==> src/rtl/maxmin_pkg.sv <==
// maxmin_pkg: shared constants for the per-frame max/min/range unit.
// Holds the result-select codes and the frame sequencer state encoding.
package maxmin_pkg;

  // Result select codes on the mode input (3 is an alias of range)
  localparam logic [1:0] MODE_MAX   = 2'd0;
  localparam logic [1:0] MODE_MIN   = 2'd1;
  localparam logic [1:0] MODE_RANGE = 2'd2;

  // Frame sequencer states
  typedef enum logic {
    ST_IDLE = 1'b0,
    ST_ACC  = 1'b1
  } state_t;

endpackage

==> src/rtl/maxmin_frame_if.sv <==
// maxmin_frame_if: sample stream in, per-frame statistics out.
// Optional index outputs appear only when MAXMIN_FRAME_INDEX_EN is defined.
interface maxmin_frame_if #(
  parameter int W   = 16,
  parameter int LEN = 16
);

  logic           din_valid;
  logic [W-1:0]   din;
  logic [1:0]     mode;
  logic [W:0]     dout;
  logic [W-1:0]   max_o;
  logic [W-1:0]   min_o;
  logic           rdy;
`ifdef MAXMIN_FRAME_INDEX_EN
  logic [$clog2(LEN)-1:0] idx_max;
  logic [$clog2(LEN)-1:0] idx_min;
`endif

  // Sample source / result consumer side
  modport master (
    output din_valid, din, mode,
`ifdef MAXMIN_FRAME_INDEX_EN
    input  idx_max, idx_min,
`endif
    input  dout, max_o, min_o, rdy
  );

  // Statistics unit side
  modport slave (
    input  din_valid, din, mode,
`ifdef MAXMIN_FRAME_INDEX_EN
    output idx_max, idx_min,
`endif
    output dout, max_o, min_o, rdy
  );

endinterface

==> src/rtl/maxmin_cmp.sv <==
// maxmin_cmp: combinational compare-select of one sample against the
// running extrema. Strict compares, so ties keep the earlier extremum.
module maxmin_cmp #(
  parameter int W      = 16,
  parameter bit SIGNED = 1'b1
) (
  input  logic [W-1:0] cur_max,
  input  logic [W-1:0] cur_min,
  input  logic [W-1:0] din,
  output logic [W-1:0] new_max,
  output logic [W-1:0] new_min,
  output logic         upd_max,
  output logic         upd_min
);

  generate
    if (SIGNED) begin : g_signed
      assign upd_max = $signed(din) > $signed(cur_max);
      assign upd_min = $signed(din) < $signed(cur_min);
    end else begin : g_unsigned
      assign upd_max = din > cur_max;
      assign upd_min = din < cur_min;
    end
  endgenerate

  assign new_max = upd_max ? din : cur_max;
  assign new_min = upd_min ? din : cur_min;

endmodule

==> src/rtl/maxmin_frame.sv <==
// maxmin_frame: splits a valid-qualified sample stream into frames of LEN
// samples and reports max, min and the mode-selected result (max, min or
// range) with a one-cycle rdy pulse. No backpressure, no bubbles between
// frames. Define MAXMIN_FRAME_INDEX_EN to add first-occurrence index outputs.
module maxmin_frame
  import maxmin_pkg::*;
#(
  parameter int W      = 16,
  parameter int LEN    = 16,
  parameter bit SIGNED = 1'b1
) (
  input  logic clk,
  input  logic rst,
  maxmin_frame_if.slave bus
);

  localparam int            CW   = $clog2(LEN);
  localparam logic [CW-1:0] LAST = CW'(LEN - 1);

  state_t        state_q;
  logic [CW-1:0] cnt_q;
  logic [1:0]    mode_q;
  logic [W-1:0]  cur_max_q;
  logic [W-1:0]  cur_min_q;
  logic [W-1:0]  max_q;
  logic [W-1:0]  min_q;
  logic [W:0]    dout_q;
  logic          rdy_q;

  logic [W-1:0]  new_max;
  logic [W-1:0]  new_min;
  logic          upd_max;
  logic          upd_min;
  logic [W:0]    max_ext;
  logic [W:0]    min_ext;
  logic [W:0]    dout_d;

  maxmin_cmp #(
    .W      (W),
    .SIGNED (SIGNED)
  ) u_cmp (
    .cur_max (cur_max_q),
    .cur_min (cur_min_q),
    .din     (bus.din),
    .new_max (new_max),
    .new_min (new_min),
    .upd_max (upd_max),
    .upd_min (upd_min)
  );

  // Result for the frame being closed, using the mode latched at its first sample
  always_comb begin
    max_ext = SIGNED ? {new_max[W-1], new_max} : {1'b0, new_max};
    min_ext = SIGNED ? {new_min[W-1], new_min} : {1'b0, new_min};
    dout_d  = max_ext - min_ext;
    case (mode_q)
      MODE_MAX: dout_d = max_ext;
      MODE_MIN: dout_d = min_ext;
      default:  dout_d = max_ext - min_ext;
    endcase
  end

  // Frame sequencer: seed on the first sample, accumulate, close on the LEN-th
  always_ff @(posedge clk or negedge rst) begin
    if (!rst) begin
      state_q   <= ST_IDLE;
      cnt_q     <= '0;
      mode_q    <= MODE_MAX;
      cur_max_q <= '0;
      cur_min_q <= '0;
      max_q     <= '0;
      min_q     <= '0;
      dout_q    <= '0;
      rdy_q     <= 1'b0;
    end else begin
      rdy_q <= 1'b0;
      if (bus.din_valid) begin
        case (state_q)
          ST_IDLE: begin
            cur_max_q <= bus.din;
            cur_min_q <= bus.din;
            mode_q    <= bus.mode;
            cnt_q     <= CW'(1);
            state_q   <= ST_ACC;
          end
          ST_ACC: begin
            if (upd_max) cur_max_q <= bus.din;
            if (upd_min) cur_min_q <= bus.din;
            if (cnt_q == LAST) begin
              max_q   <= new_max;
              min_q   <= new_min;
              dout_q  <= dout_d;
              rdy_q   <= 1'b1;
              cnt_q   <= '0;
              state_q <= ST_IDLE;
            end else begin
              cnt_q <= cnt_q + CW'(1);
            end
          end
          default: begin
            cnt_q   <= '0;
            state_q <= ST_IDLE;
          end
        endcase
      end
    end
  end

  assign bus.dout  = dout_q;
  assign bus.max_o = max_q;
  assign bus.min_o = min_q;
  assign bus.rdy   = rdy_q;

`ifdef MAXMIN_FRAME_INDEX_EN
  logic [CW-1:0] run_max_q;
  logic [CW-1:0] run_min_q;
  logic [CW-1:0] idx_max_q;
  logic [CW-1:0] idx_min_q;
  logic [CW-1:0] idx_max_d;
  logic [CW-1:0] idx_min_d;

  // Position of the running extrema after the current sample (cnt is its in-frame index)
  always_comb begin
    idx_max_d = upd_max ? cnt_q : run_max_q;
    idx_min_d = upd_min ? cnt_q : run_min_q;
  end

  // Track first-occurrence positions and publish them with the frame results
  always_ff @(posedge clk or negedge rst) begin
    if (!rst) begin
      run_max_q <= '0;
      run_min_q <= '0;
      idx_max_q <= '0;
      idx_min_q <= '0;
    end else if (bus.din_valid) begin
      if (state_q == ST_IDLE) begin
        run_max_q <= '0;
        run_min_q <= '0;
      end else begin
        run_max_q <= idx_max_d;
        run_min_q <= idx_min_d;
        if (cnt_q == LAST) begin
          idx_max_q <= idx_max_d;
          idx_min_q <= idx_min_d;
        end
      end
    end
  end

  assign bus.idx_max = idx_max_q;
  assign bus.idx_min = idx_min_q;
`endif

endmodule

==> src/flat_wrapper.sv <==
// flat-port wrapper written by rule: the top's interface ports become plain ports
module maxmin_frame_flat import maxmin_pkg::*;
#(
  parameter int W      = 16,
  parameter int LEN    = 16,
  parameter bit SIGNED = 1'b1
)
  (clk, rst, bus_din_valid, bus_din, bus_mode, bus_dout, bus_max_o, bus_min_o, bus_rdy);
  maxmin_frame_if #(.W(W), .LEN(LEN)) bus_i ();
  input  logic clk;
  input  logic rst;
  input wire logic [$bits(bus_i.din_valid)-1:0] bus_din_valid;
  input wire logic [$bits(bus_i.din)-1:0] bus_din;
  input wire logic [$bits(bus_i.mode)-1:0] bus_mode;
  output wire logic [$bits(bus_i.dout)-1:0] bus_dout;
  output wire logic [$bits(bus_i.max_o)-1:0] bus_max_o;
  output wire logic [$bits(bus_i.min_o)-1:0] bus_min_o;
  output wire logic [$bits(bus_i.rdy)-1:0] bus_rdy;
  assign bus_i.din_valid = bus_din_valid;
  assign bus_i.din = bus_din;
  assign bus_i.mode = bus_mode;
  assign bus_dout = bus_i.dout;
  assign bus_max_o = bus_i.max_o;
  assign bus_min_o = bus_i.min_o;
  assign bus_rdy = bus_i.rdy;
  maxmin_frame #(.W(W), .LEN(LEN), .SIGNED(SIGNED)) u_core (.clk(clk), .rst(rst), .bus(bus_i));
endmodule
==> config.mk <==
export PLATFORM = sky130hd
export DESIGN_NAME = maxmin_frame_flat
export DESIGN_NICKNAME = d
export VERILOG_FILES = /design/src/rtl/maxmin_pkg.sv /design/src/rtl/maxmin_frame_if.sv /design/src/rtl/maxmin_cmp.sv /design/src/rtl/maxmin_frame.sv /design/src/flat_wrapper.sv
export SDC_FILE = /design/constraint.sdc
export NUM_CORES = 1
export LEC_CHECK = 0
export CAP_MARGIN = 30
export CORE_UTILIZATION = 30
export DETAILED_ROUTE_END_ITERATION = 7
export PLACE_DENSITY = 0.46
export SYNTH_ARGS = -nofsm -noshare
export SYNTH_HDL_FRONTEND = slang
export SYNTH_SLANG_ARGS = --single-unit
==> constraint.sdc <==
create_clock -name clk -period 5.7 [get_ports clk]
set_input_delay 0.855 -clock clk [delete_from_list [all_inputs] [get_ports clk]]
set_output_delay 0.855 -clock clk [all_outputs]
set_load 0.05 [all_outputs]
==> load_flow_metrics.sql <==
INSERT INTO impl_metrics (metric_group, metric, value, unit) VALUES
('final_layout', 'finalCoreUtilization', '0.427', ''),
('worst_setup_path', 'reg2reg_slack', '0.58', 'ns'),
('global_routing', 'grt_use_total', '0.175', ''),
('worst_setup_path', 'r2r_cells', '22', ''),
('timing', 'setup_tns', '0', 'ns'),
('logic_synthesis', 'syn-cell-area', '5580', 'um^2'),
('global_routing', 'first_pass_grt_wire_length', '26.2', 'mm'),
('place', 'detailed_place.area', '7120', 'um^2'),
('floorplan', 'floorplan_die_area', '19200', 'um^2'),
('worst_setup_path', 'worst_r2r_endpoint', 'u_core.bus.dout[14]', ''),
('clocking', 'cts-buffers-inserted', '9', ''),
('floorplan', 'rows', '49', ''),
('global_routing', 'grt_antenna_before_repair', '0', ''),
('clocking', 'worst_skew_pair.late_latency', '0.35', 'ns'),
('min_path', 'worstHoldEndpoint', 'u_core.bus.max_o[15]', ''),
('final_layout', 'finalNetCount', '864', ''),
('logic_synthesis', 'post_synth_edffs', '0', ''),
('route', 'remaining_drcs', '8', ''),
('timing', 'skew', '0.0123', 'ns'),
('global_routing', 'grt_start_max_net_pins', '78', ''),
('worst_setup_path', 'crit_type', 'primary input to register', ''),
('clocking', 'cts_root_buf', 'sky130_fd_sc_hd__clkbuf_16', ''),
('worst_setup_path', 'worstPathCellList', 'clkdlybuf4s50_1, ha_1, nand4_1, a2111o_1, buf_4, a21boi_4, or2_4, nor2_1, a21oi_1, buf_4, fa_2, nor2b_1, o21a_1, o21a_1, o41a_1, a31o_1, a311o_1, o31ai_4, a21oi_2, o211ai_2, mux2_4, a32oi_1', ''),
('floorplan', 'core_area', '18100', 'um^2'),
('timing', 'final.min_clock_period', '5.53', 'ns'),
('worst_setup_path', 'cp_data_required_time', '5.97', 'ns'),
('route', 'drt_first_iter_violations', '285', ''),
('logic_synthesis', 'postSynthNetCount', '722', ''),
('final_layout', 'drive_gt1_frac', '0.195', ''),
('final_layout', 'flow.area_growth_from_synthesis', '38.4', '%'),
('place', 'place_hpwl', '12.5', 'mm'),
('timing', 'finalCritPeriodShare', '0.971', ''),
('timing', 'drv_slew', '0', ''),
('place', 'place.gp.congestion', '0.829', ''),
('logic_synthesis', 'netlist.top_cell.by_area', 'sky130_fd_sc_hd__dfrtp_1', ''),
('outcome', 'outcome', 'finished, violations left', ''),
('clocking', 'clkTransAtPathRegs', '0.07', 'ns'),
('route', 'route.vias.total', '4955', ''),
('logic_synthesis', 'synthesis.instances', '653', ''),
('global_routing', 'global_route.overflow_total', '0', ''),
('logic_synthesis', 'number_of_warning_messages_in_the_yosys_log', '0', ''),
('logic_synthesis', 'synthArstFlopShare', '1.00', ''),
('route', 'wl', '16.0', 'mm'),
('place', 'placement.io_buffers', '70', ''),
('timing', 'worst_slew_pin_slew', '0.898', 'ns'),
('final_layout', 'antenna_cells_inserted', '0', ''),
('timing', 'timing.slew.headroom', '0.401', ''),
('clocking', 'ctsHtreeMaxLevel', '3', ''),
('route', 'post_drt_wl_per_cell', '15.6', 'um'),
('logic_synthesis', 'synth.cells.most_frequent', 'sky130_fd_sc_hd__nand2_1 (140), sky130_fd_sc_hd__o21ai_0 (94), sky130_fd_sc_hd__dfrtp_1 (89)', ''),
('logic_synthesis', 'ys_ff_latch', '89', ''),
('worst_setup_path', 'crit_path_start_kind', 'primary input', ''),
('worst_setup_path', 'reg2reg_from', 'u_core.cur_max_q[7]', ''),
('route', 'first_pass_iters', '7', ''),
('final_layout', 'design_area', '7730', 'um^2'),
('floorplan', 'die_width', '138', 'um'),
('clocking', 'tritoncts_num_sinks', '89', ''),
('job', 'max_cap_violations', '0', ''),
('logic_synthesis', 'yosys.cell_count.top_type', 'sky130_fd_sc_hd__nand2_1', ''),
('logic_synthesis', 'yosysTopAreaCellShare', '0.399', ''),
('route', 'postRouteAntennaNets', '0', ''),
('timing', 'max_clock_freq', '181', 'MHz'),
('worst_setup_path', 'critical_path.max_fanout', '7', ''),
('outcome', 'failed_checks', 'design-rule violations', ''),
('worst_setup_path', 'critical-path-slowest-cell', 'sky130_fd_sc_hd__a2111o_1', ''),
('worst_setup_path', 'critPathCaptureType', 'register', ''),
('timing', 'finalHoldViolations', '0', ''),
('logic_synthesis', 'synth_sequential_area_ratio', '0.399', ''),
('logic_synthesis', 'synth_top_flop_cell', 'sky130_fd_sc_hd__dfrtp_1', ''),
('floorplan', 'die_height', '138', 'um'),
('route', 'post_drt_via_cell_ratio', '4.82', '');
==> cells by family after synthesis <==
| group | synth area share |
|---|---|
| compound gates | 0.212 |
| xor+xnor | 0.0141 |
| fa+ha+maj | 0.109 |
| buf+inv | 0.0542 |
| flops | 0.399 |
| mux | 0.0430 |
| simple gates | 0.168 |
==> flip-flops by register name (all words and copies together), names as in the netlist, 2 cells and up <==
register and count:
u_core.bus.dout 17, u_core.bus.max_o 16, u_core.bus.min_o 16, u_core.cur_max_q 16
u_core.cur_min_q 16, u_core.cnt_q 4, u_core.mode_q 2
==> worst max path at each step <==
stage                start                  end  cells after the start
3_3_place_gp   bus_din[13]  u_core.bus.dout[14]                     20
4_1_cts        bus_din[13]  u_core.bus.dout[14]                     20
5_1_grt         bus_din[8]   u_core.bus.dout[9]                     25
3_5_place_dp    bus_din[7]  u_core.bus.dout[14]                     20
6_report       bus_din[11]  u_core.bus.dout[14]                     22
2_1_floorplan   bus_din[1]  u_core.bus.dout[14]                     22
==> per-stage QoR <==
stage / setup slack (ns) / hold slack (ns) / std cells
finish: 0.165 / 0.473 / 1029
global route: -0.0116 / 0.508 / 1029
CTS: 0.0173 / 0.482 / 1022
detailed placement: -0.504 / 0.465 / 1006
global placement: -0.373 / 0.462 / 1005
floorplan: 0.275 / 0.507 / 653
==> cell usage in the layout (no fill, tap or decap), types with 6 or more instances in the layout <==
master | netlist | layout
sky130_fd_sc_hd__nand2_1 | 140 | 138
sky130_fd_sc_hd__dlymetal6s2s_1 | 0 | 6
sky130_fd_sc_hd__a21oi_1 | 33 | 33
sky130_fd_sc_hd__mux2i_1 | 18 | 14
sky130_fd_sc_hd__buf_4 | 0 | 91
sky130_fd_sc_hd__ha_4 | 0 | 7
sky130_fd_sc_hd__o21ai_1 | 8 | 11
sky130_fd_sc_hd__nor2_1 | 29 | 28
sky130_fd_sc_hd__ha_1 | 47 | 39
sky130_fd_sc_hd__inv_1 | 46 | 46
sky130_fd_sc_hd__nand4_1 | 7 | 7
sky130_fd_sc_hd__a211oi_1 | 10 | 9
sky130_fd_sc_hd__clkdlybuf4s50_1 | 0 | 63
sky130_fd_sc_hd__xnor2_1 | 8 | 8
sky130_fd_sc_hd__dfrtp_1 | 89 | 89
sky130_fd_sc_hd__o21ai_0 | 94 | 90
sky130_fd_sc_hd__nor2b_1 | 10 | 10
sky130_fd_sc_hd__clkbuf_16 | 0 | 9
==> layer usage <==
layer / global-route usage / wire, um / part of all wire
met3: 0.0246 / 485 / 0.030
met5: 0 / 0 / 0
met1: 0.254 / 8310 / 0.52
met4: 0.0497 / 197 / 0.012
met2: 0.271 / 7060 / 0.44
==> worst max-delay path: cells and delay by family <==
kind	cells	cell delay [ns]
AOI/OAI and AO/OA	12	2.86
adders and majority gates	2	0.54
buffers and inverters	3	0.76
muxes	1	0.32
and+or+nand+nor	4	0.49
==> what timing repair did <==
item | CTS | global route
hold buffers | 0 | 0
buffers inserted | 0 | 7
resized for setup | 4 | 41
setup endpoints to repair | 2 | 7
pin swaps | 0 | 18
==> cell type report <==
cell class / count / area [um^2]
clock buffer: 10 / 239
clock inverter: 6 / 91.3
fill: 1779 / 10400
inverter: 46 / 173
multi-input combinational: 486 / 3270
sequential: 89 / 2230
tap: 229 / 287
timing repair buffer: 163 / 1440
Power is left out: the tool's default activity adds up to more than one toggle a clock period on the data nets, which glitch-free logic cannot reach.
